[config.mk]
export PLATFORM = sky130hd
export DESIGN_NAME = aud_i2s_adc_tx_flat
export DESIGN_NICKNAME = d
export VERILOG_FILES = /design/src/rtl/aud_i2s_adc_tx_if.sv /design/src/rtl/aud_i2s_adc_tx.sv /design/src/flat_wrapper.sv
export SDC_FILE = /design/constraint.sdc
export NUM_CORES = 1
export LEC_CHECK = 0
export CAP_MARGIN = 20
export CORE_AREA = 2 2 149 115
export CTS_BUF_LIST = sky130_fd_sc_hd__clkbuf_2
export DETAILED_ROUTE_END_ITERATION = 8
export DIE_AREA = 0 0 151 117
export PLACE_DENSITY = 0.76
export SLEW_MARGIN = 40
export SYNTH_ARGS = -nofsm -noshare
export SYNTH_HDL_FRONTEND = slang
export SYNTH_SLANG_ARGS = --single-unit
[constraint.sdc]
create_clock -name i_AUD_BCLK -period 3 [get_ports i_AUD_BCLK]
set_input_delay 0.45 -clock i_AUD_BCLK [delete_from_list [all_inputs] [get_ports i_AUD_BCLK]]
set_output_delay 0.45 -clock i_AUD_BCLK [all_outputs]
set_load 0.005 [all_outputs]
[src/rtl/aud_i2s_adc_tx_if.sv]
`default_nettype none
// ============================================================================
// Module      : aud_i2s_adc_tx_if
// Description : Sample-push handshake bundle for aud_i2s_adc_tx: one stereo
//               frame (left/right two's-complement words) per accepted beat.
// Revision    : 1.0 - initial release
// ============================================================================
interface aud_i2s_adc_tx_if;
  logic        i_valid;
  logic        o_ready;
  logic [15:0] i_left;
  logic [15:0] i_right;

  // Producer side: offers frames, observes back-pressure
  modport master (output i_valid, output i_left, output i_right, input o_ready);
  // Transmitter side: accepts frames, drives back-pressure
  modport slave  (input i_valid, input i_left, input i_right, output o_ready);
endinterface
`default_nettype wire

[src/rtl/aud_i2s_adc_tx.sv]
`default_nettype none
// ============================================================================
// Module      : aud_i2s_adc_tx
// Description : I2S ADC-side serial transmitter. Buffers stereo frames in a
//               small FIFO and shifts them out MSB first, one BCLK after each
//               LRCK transition driven by the codec master.
// Revision    : 1.0 - initial release
// ============================================================================
module aud_i2s_adc_tx #(
  parameter int FIFO_DEPTH = 4,
  parameter int CNT_W      = 20
) (
  input  wire logic             i_AUD_BCLK,
  input  wire logic             i_rst_n,
  input  wire logic             i_lrc,
  input  wire logic             i_en,
  aud_i2s_adc_tx_if.slave       push,
  output      logic             o_adcdat,
  output      logic             o_underrun,
  output      logic             o_busy,
  output      logic [CNT_W-1:0] o_frame_cnt
);

  localparam int             AW        = $clog2(FIFO_DEPTH);
  localparam logic [AW:0]    FULL_CNT  = (AW+1)'(FIFO_DEPTH);
  localparam logic [4:0]     BITS_DONE = 5'd16;

  typedef enum logic [1:0] {
    IDLE  = 2'd0,
    ARMED = 2'd1,
    LEFT  = 2'd2,
    RIGHT = 2'd3
  } state_t;

  state_t           state;
  logic             lrc_q;
  logic [31:0]      mem [FIFO_DEPTH];
  logic [AW-1:0]    wr_ptr;
  logic [AW-1:0]    rd_ptr;
  logic [AW:0]      fifo_count;
  logic [15:0]      shreg;
  logic [15:0]      hold_right;
  logic [4:0]       bit_cnt;

  logic             left_start;
  logic             right_start;
  logic             do_push;
  logic             do_pop;
  logic             tx_bit;

  // LRCK high->low opens a left channel, low->high opens a right channel
  assign left_start  = lrc_q & ~i_lrc;
  assign right_start = ~lrc_q & i_lrc;

  // Ready depends only on the registered count, so a frame pushed this cycle
  // can never be popped in the same cycle
  assign push.o_ready = (fifo_count != FULL_CNT);
  assign do_push      = push.i_valid & push.o_ready;
  assign do_pop       = left_start & i_en & (state != IDLE) & (fifo_count != '0);

  assign o_busy = (state != IDLE);

  // Serial bit is the shift-register MSB while a word is still being sent
  assign tx_bit = ((state == LEFT) || (state == RIGHT)) && (bit_cnt != BITS_DONE)
                  ? shreg[15] : 1'b0;

  // Capture LRCK to detect channel boundaries
  always_ff @(posedge i_AUD_BCLK or negedge i_rst_n) begin
    if (!i_rst_n) lrc_q <= 1'b1;
    else          lrc_q <= i_lrc;
  end

  // Frame storage; contents need no reset because pointers define validity
  always_ff @(posedge i_AUD_BCLK) begin
    if (do_push) mem[wr_ptr] <= {push.i_left, push.i_right};
  end

  // FIFO pointers and occupancy; push+pop together leaves the count unchanged
  always_ff @(posedge i_AUD_BCLK or negedge i_rst_n) begin
    if (!i_rst_n) begin
      wr_ptr     <= '0;
      rd_ptr     <= '0;
      fifo_count <= '0;
    end else begin
      if (do_push) wr_ptr <= wr_ptr + 1'b1;
      if (do_pop)  rd_ptr <= rd_ptr + 1'b1;
      if (do_push && !do_pop)      fifo_count <= fifo_count + 1'b1;
      else if (do_pop && !do_push) fifo_count <= fifo_count - 1'b1;
    end
  end

  // Channel sequencer: loads words at channel starts and shifts them out
  always_ff @(posedge i_AUD_BCLK or negedge i_rst_n) begin
    if (!i_rst_n) begin
      state       <= IDLE;
      shreg       <= '0;
      hold_right  <= '0;
      bit_cnt     <= BITS_DONE;
      o_underrun  <= 1'b0;
      o_frame_cnt <= '0;
    end else begin
      o_underrun <= 1'b0;
      case (state)
        IDLE: begin
          if (i_en) begin
            state       <= ARMED;
            o_frame_cnt <= '0;
          end
        end
        default: begin
          if (left_start) begin
            // Enable is only sampled here so a started frame always finishes
            if (!i_en) begin
              state   <= IDLE;
              shreg   <= '0;
              bit_cnt <= BITS_DONE;
            end else begin
              state   <= LEFT;
              bit_cnt <= '0;
              if (do_pop) begin
                shreg       <= mem[rd_ptr][31:16];
                hold_right  <= mem[rd_ptr][15:0];
                o_frame_cnt <= o_frame_cnt + CNT_W'(1);
              end else begin
                shreg      <= '0;
                hold_right <= '0;
                o_underrun <= 1'b1;
              end
            end
          end else if (right_start && (state == LEFT)) begin
            // A short left half simply abandons the remaining left bits
            state   <= RIGHT;
            shreg   <= hold_right;
            bit_cnt <= '0;
          end else if (bit_cnt != BITS_DONE) begin
            shreg   <= {shreg[14:0], 1'b0};
            bit_cnt <= bit_cnt + 5'd1;
          end
        end
      endcase
    end
  end

  // Launch data on the falling edge so the receiver sees it stable on rising
  always_ff @(negedge i_AUD_BCLK or negedge i_rst_n) begin
    if (!i_rst_n) o_adcdat <= 1'b0;
    else          o_adcdat <= tx_bit;
  end

endmodule
`default_nettype wire

[src/flat_wrapper.sv]
// flat-port wrapper written by rule: the top's interface ports become plain ports
module aud_i2s_adc_tx_flat 
#(
  parameter int FIFO_DEPTH = 4,
  parameter int CNT_W      = 20
)
  (i_AUD_BCLK, i_rst_n, i_lrc, i_en, o_adcdat, o_underrun, o_busy, o_frame_cnt, push_i_valid, push_i_left, push_i_right, push_o_ready);
  aud_i2s_adc_tx_if push_i ();
  input  wire logic i_AUD_BCLK;
  input  wire logic i_rst_n;
  input  wire logic i_lrc;
  input  wire logic i_en;
  output      logic o_adcdat;
  output      logic o_underrun;
  output      logic o_busy;
  output      logic [CNT_W-1:0] o_frame_cnt;
  input wire logic [$bits(push_i.i_valid)-1:0] push_i_valid;
  input wire logic [$bits(push_i.i_left)-1:0] push_i_left;
  input wire logic [$bits(push_i.i_right)-1:0] push_i_right;
  output wire logic [$bits(push_i.o_ready)-1:0] push_o_ready;
  assign push_i.i_valid = push_i_valid;
  assign push_i.i_left = push_i_left;
  assign push_i.i_right = push_i_right;
  assign push_o_ready = push_i.o_ready;
  aud_i2s_adc_tx #(.FIFO_DEPTH(FIFO_DEPTH), .CNT_W(CNT_W)) u_core (.i_AUD_BCLK(i_AUD_BCLK), .i_rst_n(i_rst_n), .i_lrc(i_lrc), .i_en(i_en), .push(push_i), .o_adcdat(o_adcdat), .o_underrun(o_underrun), .o_busy(o_busy), .o_frame_cnt(o_frame_cnt));
endmodule
==> reports/qor.csv <==
stage,metric,value,unit
timing,relSlewSlack,0.529,
drt,antenna_left,0,
worst_setup_path,path_buf_inv,1,
worst_setup_path,arrival,2690,ps
drt,vias,4467,
logic_synthesis,ys_seq_area_frac,0.689,
drt,first_iter_violations,316,
placed_design,place.gp.congestion,0.772,
logic_synthesis,syn_area,8090,sq um
die,fp.dieW,151,um
worst_setup_path,path_cells,buf_2,
finish,antenna_cells,0,
grt,grt_pass1_vias,4622,
finish,nets,586,
flow_run,drv_cap,0,
worst_setup_path,cp_max_fo,1,
logic_synthesis,synth_ff_type,edfxtp_1,
logic_synthesis,async_reset_ff_frac,0.350,
finish,fin_util,0.562,
outcome,violations,setup timing,
die,initial_core_util,0.496,
clock_tree,htreeDepth,4,
logic_synthesis,synth_cell_types,50,
die,num_io_pins,61,
die,die-area,17700,sq um
grt,overflow,0,
grt,antenna_found_initial,0,
die,rows,41,
grt,grt_max_degree,69,
timing,drv_slew,0,
worst_setup_path,crit_path_start_kind,flop,
timing,rsz0062_at_grt,yes,
grt,grt.total_usage,0.182,
clock_tree,cts_tree,built,
drt,drt_first_pass_iters,4,
timing,tightest_slew,704,ps
pwr,power.total,7.33,mW
logic_synthesis,synth_edf_count,128,
timing,fin_skew,117,ps
grt,grt_pass1_wl,24.1,mm
worst_setup_path,crit_path_max_incr_delay,440,ps
clock_tree,clock_path_buffers,2,
placed_design,placed_area,8920,sq um
timing,finalSetupViolCount,1,
pwr,power.leakage,3.30,nW
clock_tree,root_buffer,clkbuf_2,
die,dieHeight,117,um
placed_design,port_buffers,60,
finish,drive_above_1_share,0.193,
timing,holdWs,171,ps
logic_synthesis,synth_area_per_cell,17.2,sq um
die,core,16300,sq um
logic_synthesis,ys_warn_count,0,
finish,final_cell_area,9170,sq um
worst_setup_path,cp_top_family,flip-flops,
logic_synthesis,synth_nets,517,
drt,post_drt_wl_per_cell,19.4,um
clock_tree,numCtsBuffers,17,
logic_synthesis,synth_seq_cells,197,
drt,routed_wl,14.9,mm
outcome,status,"complete, but fails checks",
pwr,power_density,800,nW/um^2
clock_tree,clock-sinks,197,
drt,vias_per_cell,5.82,
finish,area_delta_synth_final,13.3,%
hold_path,hold_path.class,primary input to flop,
pwr,ir_drop,497,uV
logic_synthesis,syn-instance-count,471,
clock_tree,path_clk_slew,270,ps
placed_design,dp_hpwl,9.27,mm
worst_setup_path,cp-end-kind,output port,
worst_setup_path,cp_slowest_cell,dfrtn_1,
timing,hold_viol_final,0,
clock_tree,insertion_delay,760,ps
clock_tree,cts_setup_buffers,0,
worst_setup_path,crit_type,flop to output port,
timing,setup_slack,-141,ps
worst_setup_path,crit_required,2550,ps
drt,drc_errors,0,
==> through the flow <==
stage               worst slack, ps  std cells  TNS, ps
global route                   -238        768     -238
detailed placement              183        735        0
finish                         -141        768     -141
CTS                            -206        768     -206
global placement                190        735        0
floorplan                       449        471        0
==> final timing paths <==
check                      depth (start not counted)  slack, ps                     to         startpoint
setup / recovery                                   1       -140               o_adcdat    u_core.o_adcdat
hold / removal                                     1        170           u_core.lrc_q              i_lrc
setup reg to reg                                   4        170        u_core.o_adcdat  u_core.bit_cnt[0]
hold reg to reg                                    1        530      u_core.bit_cnt[4]  u_core.bit_cnt[4]
max in group asynchronous                          2       1430        u_core.o_adcdat            i_rst_n
min in group asynchronous                          3        270  u_core.o_frame_cnt[7]            i_rst_n
==> synth_stat cells, types with 3 or more instances <==
master | n | area, sq um
mux4_2 | 32 | 721
and3_1 | 7 | 43.8
nor2_1 | 14 | 52.6
xnor2_1 | 4 | 35.0
o2bb2ai_1 | 17 | 149
ha_1 | 8 | 100
or4_1 | 9 | 67.6
buf_2 | 10 | 50.1
mux2i_1 | 18 | 180
dfrtp_1 | 66 | 1650
and4_1 | 3 | 26.3
edfxtp_1 | 128 | 3840
or3_1 | 3 | 18.8
nand2_1 | 19 | 71.3
inv_1 | 7 | 26.3
a21oi_1 | 12 | 60.1
o21ai_0 | 4 | 20.0
or2_2 | 3 | 18.8
nand4_1 | 7 | 43.8
clkbuf_1 | 7 | 26.3
xor2_1 | 7 | 61.3
and2_0 | 3 | 18.8
a22o_1 | 16 | 140
o31ai_1 | 8 | 60.1
mux2_2 | 17 | 191
buf_6 | 5 | 56.3
nand3_1 | 10 | 50.1
==> area by class of cell <==
cell class / instances / area, sq um
clock buffers: 18 / 90.1
repair buffers: 74 / 714
fillers: 1277 / 7150
clock inverters: 14 / 146
inverters: 7 / 26.3
flip-flops and latches: 197 / 5570
multi-input cells: 243 / 2340
well taps: 215 / 269
==> cell usage in the layout (no fill, tap or decap), drive strengths merged, types with 4 or more instances in the layout <==
master         instances
and3                   8
clkdlybuf4s50         58
o21ai                  4
mux2i                 18
nand4                  7
ha                     8
a21oi                 13
and2                   5
xor2                   7
clkinv                 5
a22o                  16
o31ai                  8
xnor2                  4
or4                    9
buf                   15
o2bb2ai               17
dfrtp                 66
nand2                 19
nand3                 10
inv                   12
clkbuf                18
nor2                  15
mux4                  32
mux2                  17
edfxtp               128
==> what timing repair did <==
item,CTS,global route
gates resized for setup,3,0
hold endpoints to repair,66,0
endpoints found under the setup margin,1,1
hold buffers,1,0
==> registers in the layout, indices dropped and copies added (netlist names) <==
register / cells
u_core.mem: 128
u_core.wr_ptr: 2
u_core.o_frame_cnt: 20
u_core.bit_cnt: 5
u_core.fifo_count: 3
u_core.hold_right: 16
u_core.rd_ptr: 2
u_core.lrc_q: 1
u_core.shreg: 16
u_core.o_adcdat: 1
u_core.o_underrun: 1
u_core.state: 2
==> power breakdown <==
| part | leakage [nW] | total (mW) | switching (mW) | internal, mW |
|---|---|---|---|---|
| Combinational | 1.09 | 2.15 | 1.06 | 1.09 |
| Sequential | 2.07 | 3.92 | 0.345 | 3.57 |
| Clock | 0.137 | 1.26 | 0.929 | 0.331 |
| Total | 3.30 | 7.33 | 2.34 | 4.99 |
==> per-layer routing <==
metal | track usage | share of wire | up-vias
li1 | - | - | 2013
met4 | 0.0561 | 0.0081 | 0
met3 | 0.0411 | 0.039 | 8
met2 | 0.311 | 0.51 | 114
met5 | 0 | 0 | -
met1 | 0.238 | 0.44 | 2332
==> cells by family after synthesis <==
| logic type | after synthesis | synth area share |
|---|---|---|
| flops | 197 | 0.689 |
| mux | 67 | 0.135 |
| buf+inv | 31 | 0.0215 |
| xor+xnor | 11 | 0.0119 |
| simple gates | 91 | 0.0655 |
| compound gates | 65 | 0.0620 |
| fa+ha+maj | 9 | 0.0149 |
(Power assumes the default switching activity.)
